[config.mk]
export PLATFORM = sky130hd
export DESIGN_NAME = trng_key_fetcher_flat
export DESIGN_NICKNAME = d
export VERILOG_FILES = /design/src/rtl/trng_key_fetcher_if.sv /design/src/rtl/trng_key_fetcher.sv /design/src/flat_wrapper.sv
export SDC_FILE = /design/constraint.sdc
export NUM_CORES = 1
export LEC_CHECK = 0
export ABC_AREA = 1
export CAP_MARGIN = 5
export CORE_MARGIN = 5
export CORE_UTILIZATION = 45
export DETAILED_ROUTE_END_ITERATION = 10
export PLACE_DENSITY_LB_ADDON = 0.12
export SLEW_MARGIN = 30
export SYNTH_ARGS = -nofsm -noshare
export SYNTH_HDL_FRONTEND = slang
export SYNTH_SLANG_ARGS = --single-unit
[constraint.sdc]
create_clock -name clk_i -period 2.1 [get_ports clk_i]
set_clock_uncertainty 0.1 [all_clocks]
set_input_delay 0.525 -clock clk_i [delete_from_list [all_inputs] [get_ports clk_i]]
set_output_delay 0.525 -clock clk_i [all_outputs]
set_load 0.005 [all_outputs]
[src/rtl/trng_key_fetcher_if.sv]
// ---------------------------------------------------------------------------
// trng_key_fetcher_if
//
// OBI request/response bundle between the key fetcher (requester) and the
// TRNG OBI slave port. Only the subset of OBI fields the fetcher uses is
// carried here.
//
// Signals:
//   req, addr, we, be, wdata  - request channel, driven by the master
//   gnt, rvalid, rdata        - response channel, driven by the slave
//
// Modports:
//   master - the initiator side (trng_key_fetcher)
//   slave  - the TRNG side (or a bus model in simulation)
// ---------------------------------------------------------------------------
interface trng_key_fetcher_if;
  logic        req;
  logic [31:0] addr;
  logic        we;
  logic [3:0]  be;
  logic [31:0] wdata;
  logic        gnt;
  logic        rvalid;
  logic [31:0] rdata;

  modport master (
    output req, addr, we, be, wdata,
    input  gnt, rvalid, rdata
  );

  modport slave (
    input  req, addr, we, be, wdata,
    output gnt, rvalid, rdata
  );
endinterface

[src/rtl/trng_key_fetcher.sv]
// ---------------------------------------------------------------------------
// trng_key_fetcher
//
// OBI initiator that pulls entropy words out of the TRNG peripheral and
// assembles them into a 32*N_WORDS-bit key for the Keccak path. For every
// word it polls the TRNG status register until the ready bit is set, then
// reads the data register. Once all words are in, the key is presented with
// a valid/ack handshake and zeroized on acknowledge.
//
// Ports:
//   clk_i        - clock
//   rst_i        - synchronous reset, active-high
//   obi          - OBI master port (req/addr/we/be/wdata out, gnt/rvalid/rdata in)
//   start_i      - single-cycle pulse requesting a new key (IDLE or ERROR only)
//   busy_o       - high while fetching words
//   key_o        - assembled key, word i at [32*i +: 32]
//   key_valid_o  - key complete and stable
//   key_ack_i    - consumer has taken the key
//   err_o        - poll timeout occurred
//
// Configuration macro:
//   TRNG_FETCH_TIMEOUT_EN - when defined, POLL_LIMIT consecutive not-ready
//   status reads send the FSM to ERROR. When undefined the FSM polls forever,
//   ERROR is unreachable and err_o is tied low.
// ---------------------------------------------------------------------------
module trng_key_fetcher #(
  parameter int unsigned N_WORDS     = 8,
  parameter logic [31:0] STATUS_ADDR = 32'h0000_0008,
  parameter logic [31:0] DATA_ADDR   = 32'h0000_0000,
  parameter int unsigned READY_BIT   = 0,
  parameter int unsigned POLL_LIMIT  = 1024
) (
  input  logic                   clk_i,
  input  logic                   rst_i,
  trng_key_fetcher_if.master     obi,
  input  logic                   start_i,
  output logic                   busy_o,
  output logic [32*N_WORDS-1:0]  key_o,
  output logic                   key_valid_o,
  input  logic                   key_ack_i,
  output logic                   err_o
);

  localparam int unsigned KEY_W  = 32 * N_WORDS;
  localparam int unsigned WCNT_W = (N_WORDS > 1) ? $clog2(N_WORDS) : 1;
  localparam logic [4:0]  READY_IDX = READY_BIT[4:0];

  typedef enum logic [2:0] {
    IDLE,
    STAT_REQ,
    STAT_RSP,
    DATA_REQ,
    DATA_RSP,
    DONE,
    ERROR
  } state_t;

  state_t              state_q, state_d;
  logic [KEY_W-1:0]    key_q, key_d;
  logic [WCNT_W-1:0]   wcnt_q, wcnt_d;
  logic                req_q, req_d;
  logic [31:0]         addr_q, addr_d;

`ifdef TRNG_FETCH_TIMEOUT_EN
  localparam int unsigned POLL_W = $clog2(POLL_LIMIT + 1);
  logic [POLL_W-1:0]   poll_cnt_q, poll_cnt_d;
`else
  // POLL_LIMIT only matters with the timeout enabled.
  logic unused_poll_limit;
  assign unused_poll_limit = (POLL_LIMIT == 0);
`endif

  // State register and datapath flops. The OBI request is registered so the
  // request channel never depends combinationally on the response channel.
  always_ff @(posedge clk_i) begin
    if (rst_i) begin
      state_q <= IDLE;
      key_q   <= '0;
      wcnt_q  <= '0;
      req_q   <= 1'b0;
      addr_q  <= '0;
`ifdef TRNG_FETCH_TIMEOUT_EN
      poll_cnt_q <= '0;
`endif
    end else begin
      state_q <= state_d;
      key_q   <= key_d;
      wcnt_q  <= wcnt_d;
      req_q   <= req_d;
      addr_q  <= addr_d;
`ifdef TRNG_FETCH_TIMEOUT_EN
      poll_cnt_q <= poll_cnt_d;
`endif
    end
  end

  // Next-state and datapath update. The registered request is derived from
  // the next state, so req/addr appear in the first cycle of a *_REQ state
  // and drop the cycle after gnt is sampled.
  always_comb begin
    state_d = state_q;
    key_d   = key_q;
    wcnt_d  = wcnt_q;
`ifdef TRNG_FETCH_TIMEOUT_EN
    poll_cnt_d = poll_cnt_q;
`endif

    unique case (state_q)
      IDLE: begin
        if (start_i) begin
          state_d = STAT_REQ;
          key_d   = '0;
          wcnt_d  = '0;
`ifdef TRNG_FETCH_TIMEOUT_EN
          poll_cnt_d = '0;
`endif
        end
      end

      STAT_REQ: begin
        if (obi.gnt) state_d = STAT_RSP;
      end

      STAT_RSP: begin
        if (obi.rvalid) begin
          if (obi.rdata[READY_IDX]) begin
            state_d = DATA_REQ;
          end else begin
`ifdef TRNG_FETCH_TIMEOUT_EN
            // This response is the (poll_cnt_q+1)-th consecutive not-ready read.
            poll_cnt_d = poll_cnt_q + POLL_W'(1);
            if (poll_cnt_q == POLL_W'(POLL_LIMIT - 1)) state_d = ERROR;
            else                                       state_d = STAT_REQ;
`else
            state_d = STAT_REQ;
`endif
          end
        end
      end

      DATA_REQ: begin
        if (obi.gnt) state_d = DATA_RSP;
      end

      DATA_RSP: begin
        if (obi.rvalid) begin
          for (int i = 0; i < int'(N_WORDS); i++) begin
            if (wcnt_q == WCNT_W'(i)) key_d[32*i +: 32] = obi.rdata;
          end
`ifdef TRNG_FETCH_TIMEOUT_EN
          poll_cnt_d = '0;
`endif
          if (wcnt_q == WCNT_W'(N_WORDS - 1)) begin
            state_d = DONE;
          end else begin
            wcnt_d  = wcnt_q + WCNT_W'(1);
            state_d = STAT_REQ;
          end
        end
      end

      DONE: begin
        if (key_ack_i) begin
          state_d = IDLE;
          key_d   = '0;
        end
      end

      ERROR: begin
        // Partial key is kept here until the retry start clears it.
        if (start_i) begin
          state_d = STAT_REQ;
          key_d   = '0;
          wcnt_d  = '0;
`ifdef TRNG_FETCH_TIMEOUT_EN
          poll_cnt_d = '0;
`endif
        end
      end

      default: state_d = IDLE;
    endcase

    req_d  = (state_d == STAT_REQ) || (state_d == DATA_REQ);
    addr_d = (state_d == STAT_REQ) ? STATUS_ADDR :
             (state_d == DATA_REQ) ? DATA_ADDR   : 32'h0;
  end

  // Status outputs decoded from the current state only.
  always_comb begin
    busy_o      = (state_q == STAT_REQ) || (state_q == STAT_RSP) ||
                  (state_q == DATA_REQ) || (state_q == DATA_RSP);
    key_valid_o = (state_q == DONE);
`ifdef TRNG_FETCH_TIMEOUT_EN
    err_o       = (state_q == ERROR);
`else
    err_o       = 1'b0;
`endif
  end

  assign key_o     = key_q;
  assign obi.req   = req_q;
  assign obi.addr  = addr_q;
  assign obi.we    = 1'b0;
  assign obi.be    = 4'hF;
  assign obi.wdata = 32'h0;

endmodule

[src/flat_wrapper.sv]
// flat-port wrapper written by rule: the top's interface ports become plain ports
module trng_key_fetcher_flat 
#(
  parameter int unsigned N_WORDS     = 8,
  parameter logic [31:0] STATUS_ADDR = 32'h0000_0008,
  parameter logic [31:0] DATA_ADDR   = 32'h0000_0000,
  parameter int unsigned READY_BIT   = 0,
  parameter int unsigned POLL_LIMIT  = 1024
)
  (clk_i, rst_i, start_i, busy_o, key_o, key_valid_o, key_ack_i, err_o, obi_req, obi_addr, obi_we, obi_be, obi_wdata, obi_gnt, obi_rvalid, obi_rdata);
  trng_key_fetcher_if obi_i ();
  input  logic clk_i;
  input  logic rst_i;
  input  logic start_i;
  output logic busy_o;
  output logic [32*N_WORDS-1:0] key_o;
  output logic key_valid_o;
  input  logic key_ack_i;
  output logic err_o;
  output wire logic [$bits(obi_i.req)-1:0] obi_req;
  output wire logic [$bits(obi_i.addr)-1:0] obi_addr;
  output wire logic [$bits(obi_i.we)-1:0] obi_we;
  output wire logic [$bits(obi_i.be)-1:0] obi_be;
  output wire logic [$bits(obi_i.wdata)-1:0] obi_wdata;
  input wire logic [$bits(obi_i.gnt)-1:0] obi_gnt;
  input wire logic [$bits(obi_i.rvalid)-1:0] obi_rvalid;
  input wire logic [$bits(obi_i.rdata)-1:0] obi_rdata;
  assign obi_req = obi_i.req;
  assign obi_addr = obi_i.addr;
  assign obi_we = obi_i.we;
  assign obi_be = obi_i.be;
  assign obi_wdata = obi_i.wdata;
  assign obi_i.gnt = obi_gnt;
  assign obi_i.rvalid = obi_rvalid;
  assign obi_i.rdata = obi_rdata;
  trng_key_fetcher #(.N_WORDS(N_WORDS), .STATUS_ADDR(STATUS_ADDR), .DATA_ADDR(DATA_ADDR), .READY_BIT(READY_BIT), .POLL_LIMIT(POLL_LIMIT)) u_core (.clk_i(clk_i), .rst_i(rst_i), .obi(obi_i), .start_i(start_i), .busy_o(busy_o), .key_o(key_o), .key_valid_o(key_valid_o), .key_ack_i(key_ack_i), .err_o(err_o));
endmodule
# == Word level (Yosys, flattened, before mapping) ==
# Cells that the tools add are included.
# classes
add_sub_neg,1
mul,0
div_mod_pow,0
n_lt_le_gt_ge,0
n_eq_ne,27
shifts,0
n_mux,26
bitwise_logic,0
n_reduce_logical,18
# op_table
op,n
two-way mux 256 bit,3
case mux 256 bit (3 select lines),1
two-way mux 32 bit,8
AND reduction 5 bit,8
two-way mux 3 bit,10
"== test 3 bit, second input constant",7
"!= test 2 x 1 -> 1 bit, second input constant",10
case mux 3 bit (6 select lines),1
"== test 3 x 2 -> 1 bit, second input constant",5
"== test 3 x 1 -> 1 bit, second input constant",3
logical NOT 3 bit,2
case mux 3 bit (2 select lines),1
logical OR 1 bit,4
two-way mux 4 bit,1
"!= test 2 bit, second input constant",2
AND reduction 4 bit,1
"adder 3 x 1 -> 3 bit, second input constant",1
nonzero test 3 bit,1
two-way mux 2 bit,1
nonzero test 2 bit,1
OR reduction 2 bit,1
# word_totals
register_bits,295
latch_bits,0
mem_bits_rw,0
romBits,0
in_bits,38
mem_count,0

# == Longest topological paths before layout ==
# logic_depth
word_depth,6
ltp_mapped,11
ltp_nobuf,10

# == Least setup slack after synthesis ==
# Ideal clock, no wire load.
# synth_path
path_kind,reg2reg
from,register u_core.state_q[0]
to,register u_core.key_q[236] (netlist: u_core.key_o[236])
setup_time_ns,0.113
t_arrival_ns,1.539
required_ns,1.887
slack_ns,0.349
path_stages_with_launch,12
n_path_buf,3
period_less_slack_ns,1.751
path_cell_list,dfxtp_1 buf_4 nor2_4 nand2_2 nor2_1 nor2_1 nand2_1 nor2_1 buf_2 buf_4 nor2_1 nor2_1
# synth_between
elab_chain_len,4
# synth_rtl
item,line,rtl
"start, declared",trng_key_fetcher.sv:58,"state_t state_q, state_d;"
"start signal, assigned",trng_key_fetcher.sv:86,state_q <= state_d;
== test 3 bit / logical NOT 3 bit (equally long branches),trng_key_fetcher.sv:108,unique case (state_q)
OR reduction 2 bit (no line),n/a,
!= test 2 x 1 -> 1 bit (no line) / nonzero test 3 bit (equally long branches),n/a,
AND reduction 5 bit (no line),n/a,
"end signal, assigned",trng_key_fetcher.sv:87,key_q <= key_d;
"end, declared",trng_key_fetcher.sv:59,"logic [KEY_W-1:0] key_q, key_d;"
# Parallel ways exist; a longest one is shown, timed or not.
# A chain may end at the register's enable or synchronous reset.

# == Worst setup path in the final report ==
# layout_path
from,register u_core.key_q[21] (netlist: u_core.key_o[21])
to,output key_o[21]
# layout_rtl
item,line,rtl
"end, declared",flat_wrapper.sv:16,output logic [32*N_WORDS-1:0] key_o;
# No word-level cell between the ends.

==> results.cfg <==
[setup_path]
critical_path_peak_fanout = 2
timing.critical_path.from_type = register
timing_worst_setup_path_type = reg -> out
required_ns = 1.47
kind_of_capture_point_of_the_worst_setup_path = primary output
r2r.worst_path.cells = 9
crit_cells = 1
path_cells = clkdlybuf4s50_1
cell_type_group_with_the_largest_total_delay_on_the_critical_path = buffers and inverters
critPathMaxStageDelay_ns = 0.56
critPathArrivalTime_ns = 1.45
worst_path_max_delay_cell = clkdlybuf4s50_1
critical_path_buf_inv_count = 1

[detailed_routing]
route.detailed.drc = 0
initialDrtViolationCount = 1076
detail_route.vias_per_cell = 4.940
drtAntennaViolNets = 0
wire_per_inst_um = 17.70
vias = 11979
wirelength_um = 42920
detailedRoute.firstPassIterationCount = 5

[yosys]
synthTopCellsByCount = 399 x nor2_1, 373 x nand2_1, 264 x dfxtp_1
ys_warn_count = 0
sequential_area_share_after_synthesis_pct = 44.60
synthCells = 1759
ys_top_cells_by_area = dfxtp_1 45%, nor2_1 13%, nand2_1 12%
netlist.top_cell.by_area = dfxtp_1
ys_types = 25
asyncSetResetFlopFracSynth_pct = 0
synth_ff_type = dfxtp_1
postSynthAreaPerCell_um2 = 6.736
yosys_register_bits = 264
synth_top_area_share_pct = 44.60
synth_edf_count = 0
post-synth-top-count-cell = nor2_1
post_synth_instance_area_um2 = 11850

[floorplan]
boundaryPins = 367
floorplan.core_area_um2 = 25980
placement_rows = 59
start_util_pct = 45.60
dieArea_um2 = 29680
die_height_um = 172.3
fp.dieW_um = 172.3

[grt]
grt_pass1_wl_um = 62840
globalRouteTotalUtil_pct = 27.54
first_global_vias = 10732
grt_overflow = 0
grt_antenna_before_repair = 0
grt_max_degree = 43

[sta]
finalCriticalPeriod_ns = 2.072
holdWs_ns = 0.3789
timing_max_transition_violations_final = 0
rsz0062_at_grt = false
setup_viol = 0
worst_slack_ns = 0.02799
final_min_period_over_clock_period_pct = 98.67
fmaxAchievable_mhz = 482.6
final-hold-violation-count = 0

[clock_network]
cts_inserted_buffers = 29
cts_tree = done
clock-sinks = 264
cts_hold_buf = 0
cts_buffer_depth = 3
path_clk_slew_ns = 0.06
clock_latency_ns = 0.54
deepest_level_of_the_cts_h_tree = 1
clk_root_buffer_cell = clkbuf_16

[cells_and_area]
post-route-util_pct = 65.20
post_route_cells_drive_above_1_share_pct = 9.378
final.fill_count = 2344
final_net_count = 2114
area_growth_pct = 42.98
num_antenna_cells = 0

[pwr]
p_total_mw = 18.12
irDropWorstVdd_mv = 0.7750
power.leakage_nw = 8.597
power_density_nw_per_um2 = 1070

[flow_run]
number_of_max_cap_violations = 0

[placed_design]
place_congestion = 0.8950
place_worst_setup_slack_ns = -0.1295
numPortBuffers = 297
place_hpwl_um = 30140

[min_path]
hold_path_depth = 2
holdCritPathClass = reg -> reg

[outcome]
run_status = completed
[power by group]
part,internal (mW),switching [mW]
clock,3.32,2.10
combinational,3.06,3.22
sequential,5.90,0.531
[worst register-to-register path: stages, from the launching register on]
cell and delay, ns:
dfxtp_4 0.37, buf_4 0.15, nand2_1 0.10, nand2_1 0.08, nand2_1 0.11, buf_12 0.21, nand3_1 0.26, inv_1 0.35
nor2_1 0.10, nor2_1 0.10
[registers in the layout, summed over array words and instances, names as in the netlist]
register / count
u_core.key_o: 256
u_core.obi.addr: 1
u_core.obi.req: 1
u_core.state_q: 3
u_core.wcnt_q: 3
[cells by family after synthesis]
family          synth area share (%)
compound gates                 6.579
fa+ha+maj                     0.6336
buf+inv                        13.19
flops                          44.60
other cells                  0.06338
simple gates                   34.93
[layout make-up]
type | instances | area (um^2) | share of cell area, %
flip-flops and latches | 264 | 5301 | 31.29
clock inverters | 9 | 173.9 | 1.027
well taps | 335 | 419.2 | 2.474
clock buffers | 42 | 854.6 | 5.044
inverters | 136 | 520.5 | 3.072
multi-input cells | 1237 | 5330 | 31.46
repair buffers | 402 | 4342 | 25.63
[placed cells by master, fill, tap and decap left out, drive strengths merged, types with 6 or more instances in the layout]
cell	n
dlymetal6s2s	32
nor2	405
buf	106
clkbuf	42
nand2	374
clkdlybuf4s50	260
nand3	224
ha	6
o21ai	7
inv	137
conb	69
a21oi	145
dfxtp	264
[final timing paths]
check,from,end,slack (ns)
worst min register to register,u_core.key_o[63]$_SDFFE_PP0P_,u_core.key_o[63]$_SDFFE_PP0P_,0.38
worst max-delay path,u_core.key_o[21]$_SDFFE_PP0P_,key_o[21],0.03
worst min-delay path,u_core.key_o[63]$_SDFFE_PP0P_,u_core.key_o[63]$_SDFFE_PP0P_,0.38
worst max register to register,u_core.state_q[1]$_SDFF_PP0_,u_core.key_o[120]$_SDFFE_PP0P_,0.12
[per-layer routing]
layer	GRT usage (%)	wire, um	up-vias
met2	46.00	20040	472
met5	0	0	-
met4	9.638	1560	0
li1	-	-	5969
met1	34.08	16960	5457
met3	7.956	4353	81
[repair_timing]
item                                    4_1_cts  5_1_grt
pin swaps                                     0        0
gates resized for setup                      21       45
endpoints found under the setup margin       33       69
buffers inserted                              2        0
[through the flow]
stage / instances / TNS (ns) / cell area, um^2
2_1_floorplan: 1826 / 0 / 12100
3_3_place_gp: 2372 / -16.44 / 15760
3_5_place_dp: 2372 / -21.21 / 15760
4_1_cts: 2425 / 0 / 16820
5_1_grt: 2425 / 0 / 16940
6_report: 2425 / 0 / 16940
(Power assumes the default switching activity.)
==> variant, RTL diff (config.mk and constraints unchanged) <==
`N_WORDS` is set to 8 in 2 places; all go to 16.
--- a/src/rtl/trng_key_fetcher.sv
+++ b/src/rtl/trng_key_fetcher.sv
@@ -26,3 +26,3 @@
 module trng_key_fetcher #(
-  parameter int unsigned N_WORDS     = 8,
+  parameter int unsigned N_WORDS     = 16,
   parameter logic [31:0] STATUS_ADDR = 32'h0000_0008,
--- a/src/flat_wrapper.sv
+++ b/src/flat_wrapper.sv
@@ -3,3 +3,3 @@
 #(
-  parameter int unsigned N_WORDS     = 8,
+  parameter int unsigned N_WORDS     = 16,
   parameter logic [31:0] STATUS_ADDR = 32'h0000_0008,
Interface: changed (resized key_o); port bits go from 367 to 623. The function was not compared with the original's and may differ.
==> variant against the unedited design <==
The flow now finishes with violations (negative setup slack). Cell count up 89%. Fmax down 2.1%. Sequential share of layout area up 1.4 points. Cell area increased by 92%. Sequential cell count increased by 257. Core utilization is 1.1 points higher. Total power is 91% higher. Clock power increased by 83%. Via count rose by 96%. Area after synthesis is 89% higher. Worst setup slack worse by 45 ps. Critical path depth grew 3. Wire length up 120%. Count of clock-buffer cells in the layout up 38. Critical path type unchanged. Highest routed layer is now met5.
==> variant: results (changes against the unedited design) <==
STA
  • Final WS setup: -17.0 ps (-44.9 ps)
  • Hold slack: 371 ps (-7.50 ps)
  • Setup TNS: -17.0 ps (-17.0 ps)
  • Setup violators final: 1 (+1)

Final layout
  • # nets final: 3910 (+85%)
  • Fillers: 4317 (+84%)

Yosys
  • Sequential cell area fraction in the yosys report: 0.466 (+0.0204)
  • Post-Syn Instances: 3291 (+87%)
  • Most frequent cells after synthesis: nor2_1 (793), nand2_1 (713), dfxtp_1 (521), nand3_1 (383), a21oi_1 (283)
  • Synth cell types: 28 (+12%)

Routing
  • First DRT Iteration DRCs: 2249 (+110%)
  • M1 WL: 34900 um (+110%)
  • Met3 WL post-DR: 8660 um (+99%)
  • Top sig layer: met5
  • Met2 Wirelength: 44300 um (+120%)
  • DR pass1 iterations: 6 (+1)
  • Vias: 23500 (+96%)
  • Routed length per instance: 20.3 um (+15%)

Run status
  • Status: complete, but fails checks
  • Failing checks: negative setup slack

Global routing
  • Global Route met1 Usage: 0.386 (+0.0450)
  • Grt met3 use: 0.0820 (+0.00244)
  • Tot GR Track Use: 0.319 (+0.0439)
  • Initial antenna violation count: 6 (+6)
  • Largest net degree at the start of global routing: 86 (+100%)

Power
  • Clock power frac: 0.286 (-0.013)
  • Worst IR Drop VDD: 0.662 mV (-15%)
  • Leakage: 17.9 nW (+110%)
  • Pwr dens: 1070 nW/um^2 (-0.39%)
  • Internal power: 23.1 mW (+88%)

Setup path
  • Worst Reg-to-Reg Cells: 11 (+2)
  • Delay-heaviest family, CP: flip-flops
  • Flop2flop setup slack: 10 ps (-110 ps)
  • Worst Setup EP: busy_o
  • Worst path slowest cell: dfxtp_4
  • Crit-path max FO: 7 (+5)
  • Reg-to-Reg End: u_core.key_o[290]$_SDFFE_PP0P_

Clock tree
  • H-Tree Depth: 2 (+1)
  • CTS buffer count: 54 (+86%)

Worst hold path
  • Min-Delay Endpoint: u_core.key_o[359]$_SDFFE_PP0P_
  • Hold Crit Start: u_core.key_o[359]$_SDFFE_PP0P_

Place
  • Placed cell area: 30000 um^2 (+90%)
  • GPL Wtd Cong: 0.886 (-1.0%)
  • Pre-CTS WS: -504 ps (-374 ps)
  • Post-DP HPWL: 64200 um (+110%)
  • Post-Place Cells: 4438 (+87%)
-- variant: repair_timing --
| item | in CTS | in global routing |
|---|---|---|
| buffers inserted | 12 | 17 |
| gates cloned | 1 | 8 |
| endpoints found under the setup margin | 687 | 477 |
| pin swaps | 5 | 7 |
| resized for setup | 489 | 140 |
-- variant: layout make-up --
cell class | count | area (um^2) | area share
Inverter | 224 | 856 | 0.0263
Sequential cell | 521 | 10600 | 0.327
Tap cell | 664 | 831 | 0.0255
Antenna cell | 3 | 7.51 | 0.000231
Clock inverter | 15 | 183 | 0.00562
Timing Repair Buffer | 775 | 8490 | 0.261
Clock buffer | 80 | 1640 | 0.0505
Multi-Input combinational cell | 2292 | 9890 | 0.304
-- variant: logic make-up after synthesis --
group | share of synthesized area
simple gates | 0.353
xor+xnor | 0.000784
fa+ha+maj | 0.00224
flops | 0.466
buf+inv | 0.112
other cells | 0.000336
compound gates | 0.0660
-- variant: tightest hold or removal path, cell delays in order (launching register included) --
cell and delay, ps:
dfxtp_2 320, a21oi_1 40, nor2_1 80
